<file path="config.mk">
export PLATFORM = sky130hd
export DESIGN_NAME = arb_stream_mux_flat
export DESIGN_NICKNAME = d
export VERILOG_FILES = /design/src/rtl/arb_stream_mux_if.sv /design/src/rtl/arb_stream_mux.sv /design/src/flat_wrapper.sv
export SDC_FILE = /design/constraint.sdc
export NUM_CORES = 1
export LEC_CHECK = 0
export ABC_CLOCK_PERIOD_IN_PS = 4100
export CORE_ASPECT_RATIO = 0.75
export CORE_MARGIN = 2
export CORE_UTILIZATION = 44
export CTS_CLUSTER_DIAMETER = 80
export DETAILED_ROUTE_END_ITERATION = 12
export GPL_TIMING_DRIVEN = 0
export MAX_ROUTING_LAYER = met4
export PLACE_DENSITY = 0.87
export RECOVER_POWER = 50
export SYNTH_ARGS = -nofsm -noshare
export SYNTH_HDL_FRONTEND = slang
export SYNTH_SLANG_ARGS = --single-unit
</file>
<file path="constraint.sdc">
create_clock -name clk -period 4.1 [get_ports clk]
set_input_delay 0.41 -clock clk [delete_from_list [all_inputs] [get_ports clk]]
set_output_delay 0.41 -clock clk [all_outputs]
set_load 0.02 [all_outputs]
</file>
<file path="src/rtl/arb_stream_mux_if.sv">
// Bundle of the stream-mux signals shared with the environment.
//   s_valid/s_ready/s_data/s_last : NUM_REQS input packet streams
//   req/gnt                        : request lines to, and one-hot grant from, the arbiter
//   m_valid/m_ready/m_data/m_last/m_src : registered output stream
//   err                            : sticky protocol error flag
// Modport slave is the mux itself; modport master is whatever drives it.
interface arb_stream_mux_if #(
  parameter int unsigned NUM_REQS = 4,
  parameter int unsigned DATA_W   = 32,
  parameter int unsigned SRC_W    = (NUM_REQS > 1) ? $clog2(NUM_REQS) : 1
);
  logic [NUM_REQS-1:0]        s_valid;
  logic [NUM_REQS-1:0]        s_ready;
  logic [NUM_REQS*DATA_W-1:0] s_data;
  logic [NUM_REQS-1:0]        s_last;
  logic [NUM_REQS-1:0]        req;
  logic [NUM_REQS-1:0]        gnt;
  logic                       m_valid;
  logic                       m_ready;
  logic [DATA_W-1:0]          m_data;
  logic                       m_last;
  logic [SRC_W-1:0]           m_src;
  logic                       err;

  modport master (
    output s_valid, s_data, s_last, gnt, m_ready,
    input  s_ready, req, m_valid, m_data, m_last, m_src, err
  );

  modport slave (
    input  s_valid, s_data, s_last, gnt, m_ready,
    output s_ready, req, m_valid, m_data, m_last, m_src, err
  );
endinterface

</file>
<file path="src/rtl/arb_stream_mux.sv">
// Packet-stream front/back end for a shared-resource arbiter. Each input channel raises req
// while it owns a packet, the one-hot grant selects which channel may push beats into a
// single registered output stage, and req drops after the last beat so the arbiter rotates.
// Ports:
//   clk, rst_n : clock, asynchronous active-low reset
//   bus        : arb_stream_mux_if.slave (input streams, req/gnt, output stream, err)
module arb_stream_mux #(
  parameter int unsigned NUM_REQS = 4,
  parameter int unsigned DATA_W   = 32,
  parameter int unsigned SRC_W    = (NUM_REQS > 1) ? $clog2(NUM_REQS) : 1
) (
  input logic             clk,
  input logic             rst_n,
  arb_stream_mux_if.slave bus
);

  typedef enum logic [1:0] {StIdle, StReq, StXfer, StRelease} state_e;

  state_e state_q [NUM_REQS];
  state_e state_d [NUM_REQS];

  logic [NUM_REQS-1:0] active;
  logic [NUM_REQS-1:0] idle;
  logic [NUM_REQS-1:0] ready;
  logic [NUM_REQS-1:0] accept;

  logic              gnt_ok;
  logic              space;
  logic              acc_any;
  logic [SRC_W-1:0]  acc_idx;
  logic [DATA_W-1:0] acc_data;
  logic              acc_last;

  logic              m_valid_q;
  logic [DATA_W-1:0] m_data_q;
  logic              m_last_q;
  logic [SRC_W-1:0]  m_src_q;
  logic              err_q;
  logic              err_d;

  assign gnt_ok = $onehot(bus.gnt);
  assign space  = !m_valid_q || bus.m_ready;

  // A valid grant selects at most one channel, so at most one accept bit is set.
  always_comb begin
    active   = '0;
    idle     = '0;
    ready    = '0;
    accept   = '0;
    acc_any  = 1'b0;
    acc_idx  = '0;
    acc_data = '0;
    acc_last = 1'b0;
    for (int unsigned i = 0; i < NUM_REQS; i++) begin
      active[i] = (state_q[i] == StReq) || (state_q[i] == StXfer);
      idle[i]   = (state_q[i] == StIdle);
      ready[i]  = active[i] && bus.gnt[i] && gnt_ok && space;
      accept[i] = bus.s_valid[i] && ready[i];
      if (accept[i]) begin
        acc_any  = 1'b1;
        acc_idx  = SRC_W'(i);
        acc_data = bus.s_data[i*DATA_W +: DATA_W];
        acc_last = bus.s_last[i];
      end
    end
  end

  // RELEASE holds req low until the arbiter has withdrawn the grant, which also
  // prevents a last beat from chaining straight into the next packet.
  always_comb begin
    for (int unsigned i = 0; i < NUM_REQS; i++) begin
      state_d[i] = state_q[i];
      unique case (state_q[i])
        StIdle:    if (bus.s_valid[i]) state_d[i] = StReq;
        StReq:     if (accept[i]) state_d[i] = bus.s_last[i] ? StRelease : StXfer;
        StXfer:    if (accept[i] && bus.s_last[i]) state_d[i] = StRelease;
        StRelease: if (!bus.gnt[i]) state_d[i] = StIdle;
        default:   state_d[i] = StIdle;
      endcase
    end
  end

  assign err_d = err_q || !$onehot0(bus.gnt) || ((bus.gnt & idle) != '0);

  always_ff @(posedge clk or negedge rst_n) begin
    if (!rst_n) begin
      for (int unsigned i = 0; i < NUM_REQS; i++) state_q[i] <= StIdle;
      err_q <= 1'b0;
    end else begin
      for (int unsigned i = 0; i < NUM_REQS; i++) state_q[i] <= state_d[i];
      err_q <= err_d;
    end
  end

  always_ff @(posedge clk or negedge rst_n) begin
    if (!rst_n) begin
      m_valid_q <= 1'b0;
      m_data_q  <= '0;
      m_last_q  <= 1'b0;
      m_src_q   <= '0;
    end else if (acc_any) begin
      m_valid_q <= 1'b1;
      m_data_q  <= acc_data;
      m_last_q  <= acc_last;
      m_src_q   <= acc_idx;
    end else if (bus.m_ready) begin
      m_valid_q <= 1'b0;
    end
  end

  assign bus.req     = active;
  assign bus.s_ready = ready;
  assign bus.m_valid = m_valid_q;
  assign bus.m_data  = m_data_q;
  assign bus.m_last  = m_last_q;
  assign bus.m_src   = m_src_q;
  assign bus.err     = err_q;

endmodule
</file>
<file path="src/flat_wrapper.sv">
// flat-port wrapper written by rule: the top's interface ports become plain ports
module arb_stream_mux_flat 
#(
  parameter int unsigned NUM_REQS = 4,
  parameter int unsigned DATA_W   = 32,
  parameter int unsigned SRC_W    = (NUM_REQS > 1) ? $clog2(NUM_REQS) : 1
)
  (clk, rst_n, bus_s_valid, bus_s_data, bus_s_last, bus_gnt, bus_m_ready, bus_s_ready, bus_req, bus_m_valid, bus_m_data, bus_m_last, bus_m_src, bus_err);
  arb_stream_mux_if #(.NUM_REQS(NUM_REQS), .DATA_W(DATA_W), .SRC_W(SRC_W)) bus_i ();
  input logic clk;
  input logic rst_n;
  input wire logic [$bits(bus_i.s_valid)-1:0] bus_s_valid;
  input wire logic [$bits(bus_i.s_data)-1:0] bus_s_data;
  input wire logic [$bits(bus_i.s_last)-1:0] bus_s_last;
  input wire logic [$bits(bus_i.gnt)-1:0] bus_gnt;
  input wire logic [$bits(bus_i.m_ready)-1:0] bus_m_ready;
  output wire logic [$bits(bus_i.s_ready)-1:0] bus_s_ready;
  output wire logic [$bits(bus_i.req)-1:0] bus_req;
  output wire logic [$bits(bus_i.m_valid)-1:0] bus_m_valid;
  output wire logic [$bits(bus_i.m_data)-1:0] bus_m_data;
  output wire logic [$bits(bus_i.m_last)-1:0] bus_m_last;
  output wire logic [$bits(bus_i.m_src)-1:0] bus_m_src;
  output wire logic [$bits(bus_i.err)-1:0] bus_err;
  assign bus_i.s_valid = bus_s_valid;
  assign bus_i.s_data = bus_s_data;
  assign bus_i.s_last = bus_s_last;
  assign bus_i.gnt = bus_gnt;
  assign bus_i.m_ready = bus_m_ready;
  assign bus_s_ready = bus_i.s_ready;
  assign bus_req = bus_i.req;
  assign bus_m_valid = bus_i.m_valid;
  assign bus_m_data = bus_i.m_data;
  assign bus_m_last = bus_i.m_last;
  assign bus_m_src = bus_i.m_src;
  assign bus_err = bus_i.err;
  arb_stream_mux #(.NUM_REQS(NUM_REQS), .DATA_W(DATA_W), .SRC_W(SRC_W)) u_core (.clk(clk), .rst_n(rst_n), .bus(bus_i));
endmodule
</file>
======== Word-level counts from Yosys, hierarchy flattened ========
Cells that the tools add are included.
word-level totals
  input bits .............................. 143
  output and inout bits ................... 45
  word-level logic and storage cells ...... 123
  register bits after elaboration ......... 45
operators by class
  $add $sub $neg .......................... 3
  bitwise logic cells ..................... 1
  reduce and logical (&&, ||, !) cells .... 39
  equal/unequal tests ..................... 29
  multiplexer cells ....................... 41
  $lt $le $gt $ge ......................... 1
operators with widths
  kind                                                                              count
  32-bit 2-to-1 mux                                                                 4
  2-bit 2-to-1 mux                                                                  18
  2-bit case mux with 4 select lines                                                4
  2-bit inequality test, second input constant                                      12
  1-bit logical AND                                                                 20
  2-bit equality test, second input constant                                        8
  4-bit AND reduction                                                               4
  1-bit 2-to-1 mux                                                                  15
  2-bit by 1-bit equality test with 1-bit output, second input constant             4
  2-bit logical NOT                                                                 4
  2-bit by 1-bit inequality test with 1-bit output, second input constant           4
  1-bit logical OR                                                                  7
  1-bit by 1-bit adder with 2-bit output                                            2
  4-bit AND                                                                         1
  4-bit nonzero test                                                                1
  3-bit adder                                                                       1
  3-bit by 1-bit equality test with 1-bit output, second input constant             1
  3-bit by 1-bit less-or-equal comparator with 1-bit output, second input constant  1
  1-bit logical NOT                                                                 2
  2-bit nonzero test                                                                1

======== Depth between registers and ports, before layout ========
  word-level depth ........................ 11
  mapped depth ............................ 10
  mapped depth without buffers ............ 8

======== Least setup slack after synthesis ========
No wires, ideal clock.
  kind .................................... input to output
  start ................................... in bus_gnt[0]
  end ..................................... out bus_s_ready[3]
  required time ........................... 3.690 ns
  arrival time ............................ 2.316 ns
  cell stages on the path ................. 9
  path buffers ............................ 2
  path slack .............................. 1.374 ns
  cell sequence ........................... ha_1 > ha_1 > inv_1 > fa_1 > and3_1 > nand2_1 > buf_2 > buf_2 > nor2_1
between the ends
  word-level cells in the longest chain between the ends .. 5
ends and longest elaborated chain
  element                                                       RTL line              text
  start, declared                                               flat_wrapper.sv:15    input wire logic [$bits(bus_i.gnt)-1:0] bus_gnt;
  1-bit by 1-bit adder with 2-bit output (not written as such)  arb_stream_mux.sv:41  assign gnt_ok = $onehot(bus.gnt);
  3-bit adder (not written as such)                             arb_stream_mux.sv:41
  3-bit by 1-bit equality test with 1-bit output                arb_stream_mux.sv:41
  1-bit logical AND (2 in series)                               arb_stream_mux.sv:57  ready[i] = active[i] && bus.gnt[i] && gnt_ok && space;
  end, declared                                                 flat_wrapper.sv:17    output wire logic [$bits(bus_i.s_ready)-1:0] bus_s_ready;
No other way between the ends.

======== Worst setup path in the final report ========
  start ................................... in bus_gnt[0]
  end ..................................... out bus_s_ready[0]
between the ends
  word-level cells in the longest chain between the ends .. 5
  elaborated cells on any way between the ends .. 6
  those cells by class .................... add/sub: 2; eq/ne: 1; reduce/logical: 3
ends and longest elaborated chain
  element                                                       RTL line
  1-bit by 1-bit adder with 2-bit output (not written as such)  arb_stream_mux.sv:41
  3-bit adder (not written as such)                             arb_stream_mux.sv:41
  3-bit by 1-bit equality test with 1-bit output                arb_stream_mux.sv:41
  1-bit logical AND * (2 in series)                             arb_stream_mux.sv:57
Every way passes the cells marked *; elsewhere a longest branch is shown, timed or not.

==> results.json <==
{
  "route.vias.total": 4385,
  "cp_cell_sequence": "clkdlybuf4s50_1 > ha_1 > ha_1 > inv_1 > fa_1 > nand3_1 > nor2_1 > and3_1 > clkdlybuf4s50_1",
  "start_kind": "primary input",
  "clockBufferDepth": 2,
  "cts_buffers": 5,
  "hold_class": "in -> async",
  "period_needed_ns": 3.70,
  "grt_setup_unrepaired": "false",
  "routedWlPerCell_um": 18.4,
  "row_count": 29,
  "grt_max_degree": 30,
  "ff2ff_path_depth": 7,
  "path_clk_slew_ns": 0.07,
  "max_stage_delay_ns": 0.60,
  "gp_congestion": 1.02,
  "r2r_end": "u_core.bus.m_data[5]",
  "clock_latency_ns": 0.29,
  "layout-drive-gt1-share_pct": 7.56,
  "top_level_ports": 188,
  "routed_wirelength_um": 13700,
  "post_cts_buffers": 0,
  "timing.max_cap.violations": 1,
  "io_buffer_count": 186,
  "pwr-share-seq_pct": 22.3,
  "cts_tree": "yes",
  "setup_slack_ns": 0.400,
  "crit_path_top_delay_cell": "clkdlybuf4s50_1",
  "finalClockSkew_ns": 0.00804,
  "status": "complete, but fails checks",
  "hold_viol": 0,
  "area_growth_pct": 57.9,
  "violations": "capacitance limit, slew limit",
  "htreeDepth": 2,
  "crit_start": "bus_gnt[0]",
  "diodes": 0,
  "avgViaCountPerCell": 5.90,
  "endpoint": "bus_s_ready[0]",
  "synth_common_cells": "inv_1 (49), dfrtp_1 (45), nor2_1 (43)",
  "cts.sinks": 45,
  "synthTopCellsByArea": "dfrtp_1 (30%), ha_1 (7.7%), a2bb2oi_1 (7.5%)",
  "yosysWarnings": 0,
  "p_int_uw": 2080,
  "pre_cts_slack_ns": 0.0759,
  "synth_cell_type_count": 40,
  "start_util_pct": 44.6,
  "drc": 0,
  "coreArea_um2": 8350,
  "cp_data_arrival_time_ns": 3.29,
  "tightestPinTransition_ns": 1.61,
  "reg2reg_from": "u_core.state_q[6]",
  "cp-end-kind": "output pin",
  "grt_usage_pct": 30.9,
  "critPathRequiredTime_ns": 3.69,
  "ant_nets": 0,
  "synth_async_sr_flop_share_pct": 100,
  "power.net_switching_uw": 1640,
  "pwr-share-clk_pct": 11.4,
  "synth_edf_count": 0,
  "first_pass_iters": 5,
  "fmax_ghz": 0.270,
  "die_w_um": 110,
  "worst-setup-path-type": "in -> out",
  "grt-ovfl-total": 0,
  "die-area_um2": 9220,
  "yosysMostFrequentCell": "inv_1",
  "slew_headroom_pct": -7.42,
  "p_per_area_nw_per_um2": 634,
  "place_hpwl_um": 10500,
  "synth_ff_type": "dfrtp_1",
  "regToRegSetupSlack_ns": 1.88,
  "avgSynthCellArea_um2": 8.46,
  "finalSetupTns_ns": 0,
  "power_leakage_uw": 0.00253,
  "finalPower_uw": 3720,
  "p_sw_share_pct": 44.1,
  "cts_root_buf": "clkbuf_16",
  "synthCells": 440,
  "cp_max_fo": 7,
  "grt_pass1_wl_um": 21700,
  "die_h_um": 83.6,
  "slew_violations": 30,
  "antenna_found_initial": 0,
  "finalCritPeriodShare_pct": 90.3,
  "netlist_area_um2": 3720,
  "syn-num-nets": 607,
  "yosys.area.top_type": "dfrtp_1",
  "drt_iter0_drc": 355,
  "comb_power_share_pct": 66.3,
  "ys_seq_area_share_pct": 30.3,
  "synth_top_area_share_pct": 30.3,
  "nets": 801,
  "peakVddDrop_mv": 0.364,
  "ys_ff_latch": 45,
  "grt_pass1_vias": 4353,
  "setup_viol": 0
}
## worst min-delay path by stage
stage | from | endpoint | slack (ns) | cells past startpoint
after global placement | u_core.bus.m_data[24] | u_core.bus.m_data[24] | 0.47 | 1
final | rst_n | u_core.bus.m_data[10] | 0.28 | 1
after global routing | rst_n | u_core.bus.m_data[11] | 0.34 | 1
after CTS | rst_n | u_core.bus.m_data[11] | 0.07 | 1
after detailed placement | rst_n | u_core.bus.m_data[11] | 0.38 | 1
after floorplan | rst_n | u_core.bus.err | 0.11 | 0
## flip-flops by register name, summed over array words and instances (netlist names)
name                count
u_core.bus.m_src        2
u_core.bus.err          1
u_core.state_q          8
u_core.bus.m_last       1
u_core.bus.m_data      32
u_core.bus.m_valid      1
## layout make-up
class	count	area (um2)
fillers	660	2470
multi-input cells	301	2140
repair buffers	187	1860
flip-flops and latches	45	1130
plain buffers	45	272
inverters	49	184
clock buffers	6	139
well taps	108	135
clock inverters	2	16.3
## per-layer routing
metal	share of wire, %	wire, um	vias to the layer above	global-route usage, %
met5	0	0	-	-
met3	8.8	1210	18	4.92
met2	47	6480	248	48.5
met1	42	5800	2092	41.2
met4	1.5	204	0	8.75
li1	-	-	2027	-
## power by group through the flow
stage | combinational, uW | sequential, uW | clock [uW]
6_report | 2470 | 830 | 424
5_1_grt | 2650 | 856 | 457
4_1_cts | 2490 | 830 | 432
3_5_place_dp | 2480 | 825 | 0
3_3_place_gp | 2390 | 823 | 0
2_1_floorplan | 1320 | 1020 | 0
## placed cells by master, fill, tap and decap left out, types with 7 or more instances in the layout
cell type / synthesis / layout
nand3_1: 10 / 10
nand2_1: 7 / 7
buf_2: 14 / 13
clkdlybuf4s50_1: 0 / 162
nand4_1: 32 / 32
ha_1: 23 / 23
nor2_1: 43 / 43
and3_1: 9 / 8
a2bb2oi_1: 32 / 32
dfrtp_1: 45 / 45
a21oi_1: 38 / 38
clkbuf_1: 17 / 19
inv_1: 49 / 49
dlygate4sd3_1: 0 / 22
o31ai_1: 32 / 32
buf_6: 8 / 8
o2bb2ai_1: 32 / 32
## logic make-up after synthesis
kind of cell | after synthesis | synth area share [%]
buffers and inverters | 94 | 12.2
AND/OR/NAND/NOR | 108 | 14.7
flip-flops | 45 | 30.3
multiplexers | 5 | 1.48
AO/OA/AOI/OAI | 164 | 33.1
adder cells (fa/ha/maj) | 24 | 8.27
## per-stage QoR
step / cells / hold WS [ns] / cell area (um2) / util, %
final: 743 / 0.278 / 5880 / 70.4
after global placement: 734 / 0.471 / 5720 / 68.5
after detailed placement: 735 / 0.384 / 5730 / 68.7
after global routing: 743 / 0.338 / 5880 / 70.4
after floorplan: 440 / 0.114 / 3720 / -
after CTS: 743 / 0.0704 / 5890 / 70.6
## repair_timing
action	CTS	global route
setup endpoints to repair	0	1
hold buffers	0	0
resized for setup	0	3
## worst max-delay path: cells and delay by family
family | cells | cell delay [ns]
fa+ha+maj | 3 | 1.01
buf+inv | 3 | 1.19
simple gates | 3 | 0.68
Power figures use the tool's default switching activity.
==> variant 1 (same flow settings) <==
`DATA_W` is set to 32 in 3 places; all go to 64.
--- a/src/rtl/arb_stream_mux_if.sv
+++ b/src/rtl/arb_stream_mux_if.sv
@@ -6,7 +6,7 @@
 // Modport slave is the mux itself; modport master is whatever drives it.
 interface arb_stream_mux_if #(
   parameter int unsigned NUM_REQS = 4,
-  parameter int unsigned DATA_W   = 32,
+  parameter int unsigned DATA_W   = 64,
   parameter int unsigned SRC_W    = (NUM_REQS > 1) ? $clog2(NUM_REQS) : 1
 );
   logic [NUM_REQS-1:0]        s_valid;
--- a/src/rtl/arb_stream_mux.sv
+++ b/src/rtl/arb_stream_mux.sv
@@ -6,7 +6,7 @@
 //   bus        : arb_stream_mux_if.slave (input streams, req/gnt, output stream, err)
 module arb_stream_mux #(
   parameter int unsigned NUM_REQS = 4,
-  parameter int unsigned DATA_W   = 32,
+  parameter int unsigned DATA_W   = 64,
   parameter int unsigned SRC_W    = (NUM_REQS > 1) ? $clog2(NUM_REQS) : 1
 ) (
   input logic             clk,
--- a/src/flat_wrapper.sv
+++ b/src/flat_wrapper.sv
@@ -2,7 +2,7 @@
 module arb_stream_mux_flat 
 #(
   parameter int unsigned NUM_REQS = 4,
-  parameter int unsigned DATA_W   = 32,
+  parameter int unsigned DATA_W   = 64,
   parameter int unsigned SRC_W    = (NUM_REQS > 1) ? $clog2(NUM_REQS) : 1
 )
   (clk, rst_n, bus_s_valid, bus_s_data, bus_s_last, bus_gnt, bus_m_ready, bus_s_ready, bus_req, bus_m_valid, bus_m_data, bus_m_last, bus_m_src, bus_err);
Ports: changed (resized bus_m_data and bus_s_data); port bits go from 188 to 348. The function was not compared with the original's and may differ.
==> variant 1 against the original RTL <==
- the flow still finishes with violations (capacitance limit, slew limit)
- sequential cell count rose by 32
- synthesized area increased by 43%
- setup slack got worse by 62 ps
- routed wire length is 69% higher
- critical path type unchanged
- fmax shrank 1.7%
- global-route usage is 5.0 points higher
- synthesized cell count grew 46%
- first-iteration DRC count is 46% higher
- sequential share of layout area grew 1.5 points
- power rose by 56%
- hold slack gained 200 ps
- die area up 41%
- final area up 59%
- largest power group unchanged
- clock skew fell by 2.3 ps
==> variant 1: results (changes against the original RTL) <==
[status]
status = complete, but fails checks  ; unchanged
failed_checks = capacitance limit, slew limit  ; unchanged

[cells_and_area]
stdcell_count = 1168  ; was 743
num-nonclk-inverters = 17  ; was 49
final_nets = 1295  ; was 801
utilization_pct = 79.9  ; was 70.4%
sh_seq_area_pct = 20.6  ; was 19.2%
antenna_cells = 1  ; was 0
multi_input_area_share_pct = 32.0  ; was 36.5%
synthToLayoutAreaGrowth_pct = 75.4  ; was 57.9%
buf_share_pct = 40.9  ; was 36.3%
seq_cells = 77  ; was 45
nClkBuffers = 12  ; was 6
clk_share_pct = 3.65  ; was 2.64%
fill_cells = 829  ; was 660
multi_input_gates = 484  ; was 301

[pwr]
p_leak_nw = 3.80  ; was 2.53 nW
vdd_drop_max_v = 0.000400  ; was 0.000364 V

[worst_setup_path]
path_max_fanout = 10  ; was 7
rrSetupSlack_ps = 1750  ; was 1880 ps
startpoint = bus_gnt[2]  ; was bus_gnt[0]
rr_startpoint = u_core.state_q[0]  ; was u_core.state_q[6]
crit_arrival_ps = 3350  ; was 3290 ps

[routing]
drtIter0Drc = 517  ; was 355
avgViaCountPerCell = 5.64  ; was 5.90
routed_wl_mm = 23.1  ; was 13.7 mm

[run]
max_cap_viol_count = 1  ; unchanged

[global_route]
grt_max_degree = 50  ; was 30
grtUsageTotal_pct = 35.9  ; was 30.9%

[synthesis]
synth-compound-area-share_pct = 36.5  ; was 33.1%
seq_area_frac_synth_pct = 36.2  ; was 30.3%
syn_nets = 936  ; was 607
synthTopCellsByArea = dfrtp_1 36%, o22a_1 11%, a22oi_1 10%  ; was dfrtp_1 30%, ha_1 7.7%, a2bb2oi_1 7.5%
synth.distinct_cells = 38  ; was 40
synthAdderAreaFrac_pct = 5.78  ; was 8.27%
synth_commonest_cells = 77 x dfrtp_1, 71 x a21oi_1, 71 x a22oi_1  ; was 49 x inv_1, 45 x dfrtp_1, 43 x nor2_1

[placed_design]
dp_hpwl_mm = 18.2  ; was 10.5 mm
port_buffers = 347  ; was 186
place_area_um2 = 9030  ; was 5730 um^2

[cts]
clkLatencyLatePin_ps = 340  ; was 290 ps
cts_htree_levels = 3  ; was 2
cts_inserted_buffers = 9  ; was 5

[sta]
fin_hold_ws_ps = 477  ; was 278 ps
worstMarginPinSlew_ps = 1700  ; was 1610 ps
drv_slew = 30  ; unchanged

[worst_hold_path]
worst_hold_path_type = reg2reg  ; was in2async

-- variant 1: cell types whose count changed after synthesis, moves of 12 or more --
| cell | delta |
|---|---|
| a2bb2oi_1 | -32 |
| inv_1 | -32 |
| o2bb2ai_1 | -32 |
| nand2_1 | +62 |
| buf_4 | +12 |
| o21ai_1 | +67 |
| dfrtp_1 | +32 |
| o31ai_1 | -32 |
| nand4_1 | -32 |
| nor2_1 | +27 |
| a22oi_1 | +65 |
| a21oi_1 | +33 |
| o22a_1 | +65 |
-- variant 1: where the power goes --
| group | switching [W] | internal (W) | total [W] |
|---|---|---|---|
| Clock | 0.000331 | 0.000612 | 0.000943 |
| Combinational | 0.00186 | 0.00162 | 0.00348 |
| Sequential | 0.000235 | 0.00114 | 0.00137 |
-- variant 1: metal layers --
metal,track usage (%),vias to the layer above,part of all wire [%]
met1,42.3,3096,39
met3,10.0,72,9.7
li1,-,3064,-
met5,-,-,0
met2,57.9,360,47
met4,14.8,0,4.3
==> variant 2 (config.mk and constraints unchanged) <==
Made on the original files. Make the reset (`rst_n`) synchronous in 2 clocked blocks. Comments in the files are not updated.
--- a/src/rtl/arb_stream_mux.sv
+++ b/src/rtl/arb_stream_mux.sv
@@ -82,7 +82,7 @@
 
   assign err_d = err_q || !$onehot0(bus.gnt) || ((bus.gnt & idle) != '0);
 
-  always_ff @(posedge clk or negedge rst_n) begin
+  always_ff @(posedge clk) begin
     if (!rst_n) begin
       for (int unsigned i = 0; i < NUM_REQS; i++) state_q[i] <= StIdle;
       err_q <= 1'b0;
@@ -92,7 +92,7 @@
     end
   end
 
-  always_ff @(posedge clk or negedge rst_n) begin
+  always_ff @(posedge clk) begin
     if (!rst_n) begin
       m_valid_q <= 1'b0;
       m_data_q  <= '0;
Function: differs if rst_n is asserted again (counterexample within 4 cycles, from zero or initial values and one cycle with rst_n low); with rst_n held inactive, the same outputs for 4 cycles.
==> variant 2 against the original RTL <==
- final area down 11%
- fmax down 5.4%
- clock skew down 2.5 ps
- power down 33%
- setup slack worse by 210 ps
- via count down 10%
- sequential cell count unchanged
- routed wire length down 6.1%
- combinational power down 36%
- global-route usage up 1.4 points
- synthesized area down 15%
- critical path type unchanged
- largest cell class is now non-clock buffers
==> variant 2: results (changes against the original RTL) <==
[status]
status = completed  ; was complete, but fails checks

[sta]
skew_ps = 5.52  ; was 8.04 ps
hold_violations = 0  ; unchanged
slew_headroom_pct = 58.6  ; was -7.42%

[cts]
cts_setup_buffers = 0  ; unchanged
hold_buffers = 0  ; unchanged
cts_htree_levels = 2  ; unchanged
cts_root_buf = clkbuf_8  ; was clkbuf_16
cts.clk_slew.worst_paths_ps = 80
post_cts_resized = 0  ; unchanged

[worst_setup_path]
crit_arrival_ps = 3500  ; was 3290 ps
cpPeakStageDelay_ps = 680  ; was 600 ps
path_max_fanout = 9  ; was 7
cp_slowest_cell = dlygate4sd3_1  ; was clkdlybuf4s50_1

[synthesis]
synthArstFlopShare_pct = 0  ; was 100%
synthCells = 371  ; was 440
synth-xor-area-share_pct = 0  ; unchanged
seq_area_frac_synth_pct = 28.5  ; was 30.3%
synthAdderAreaFrac_pct = 9.73  ; was 8.27%
muxShareOfSynthArea_pct = 0.633  ; was 1.48%
synth_ff_type = dfxtp_1  ; was dfrtp_1
synth-compound-area-share_pct = 39.0  ; was 33.1%
synth.distinct_cells = 51  ; was 40
synthTopCellsByArea = dfxtp_1 28%, a221o_1 9.8%, ha_1 9.1%  ; was dfrtp_1 30%, ha_1 7.7%, a2bb2oi_1 7.5%
synth_commonest_cells = 45 x dfxtp_1, 31 x a221o_1, 31 x a31oi_1  ; was 49 x inv_1, 45 x dfrtp_1, 43 x nor2_1
syn_nets = 538  ; was 607

[routing]
drtPass1Iterations = 5  ; unchanged
avgViaCountPerCell = 5.94  ; was 5.90
routed_wl_mm = 12.9  ; was 13.7 mm
wl_per_cell_um = 19.4  ; was 18.4 um
drtIter0Drc = 246  ; was 355

[cells_and_area]
multi_input_area_um2 = 2020  ; was 2140 um^2
final_layout_size_suffix_gt1_share_pct = 7.79  ; was 7.56%
fill_cells = 543  ; was 660
largest_reg_flops = 32  ; unchanged
final_nets = 731  ; was 801

[placed_design]
place_ws_ps = 143  ; was 75.9 ps
placedCellCount = 655  ; was 735
place_area_um2 = 5150  ; was 5730 um^2
dp_hpwl_mm = 10.1  ; was 10.5 mm
place_congestion = 0.891  ; was 1.02

[global_route]
grt_max_degree = 14  ; was 30
grt_pass1_vias = 3898  ; was 4,353
grt_pass1_wl_mm = 19.6  ; was 21.7 mm
grtUsageTotal_pct = 32.3  ; was 30.9%

[pwr]
p_switching_w = 0.00110  ; was 0.00164 W
vdd_drop_max_v = 0.000300  ; was 0.000364 V
p_leak_nw = 2.04  ; was 2.53 nW
total_power_w = 0.00251  ; was 0.00372 W
seqPwrFrac_pct = 24.2  ; was 22.3%
pwr-share-comb_pct = 63.5  ; was 66.3%

[worst_hold_path]
worst_hold_path_type = reg2reg  ; was in2async

## variant 2: path summary, 6_finish.rpt
check / start / to / slack [ps] / depth (start not counted)
worst max register to register: u_core.state_q[2][1] / u_core.bus.m_data[2] / 1480 / 9
worst min register to register: u_core.bus.m_data[25] / u_core.bus.m_data[25] / 470 / 2
worst min-delay path: u_core.bus.m_data[25] / u_core.bus.m_data[25] / 470 / 2
worst max-delay path: bus_gnt[3] / bus_s_ready[2] / 190 / 9
## variant 2: routing by layer
layer / GRT usage, % / wire length (um) / vias up
met4: 9.87 / 320 / 0
li1: - / - / 1825
met3: 6.40 / 1220 / 28
met5: - / 0 / -
met1: 39.4 / 5190 / 1850
met2: 53.8 / 6120 / 234
## variant 2: layout make-up
class	count	share of cell area [%]
clock inverters	1	0.0954
well taps	98	2.34
inverters	13	0.931
clock buffers	7	1.84
repair buffers	186	35.5
plain buffers	37	3.51
flip-flops and latches	45	17.2
multi-input cells	276	38.6
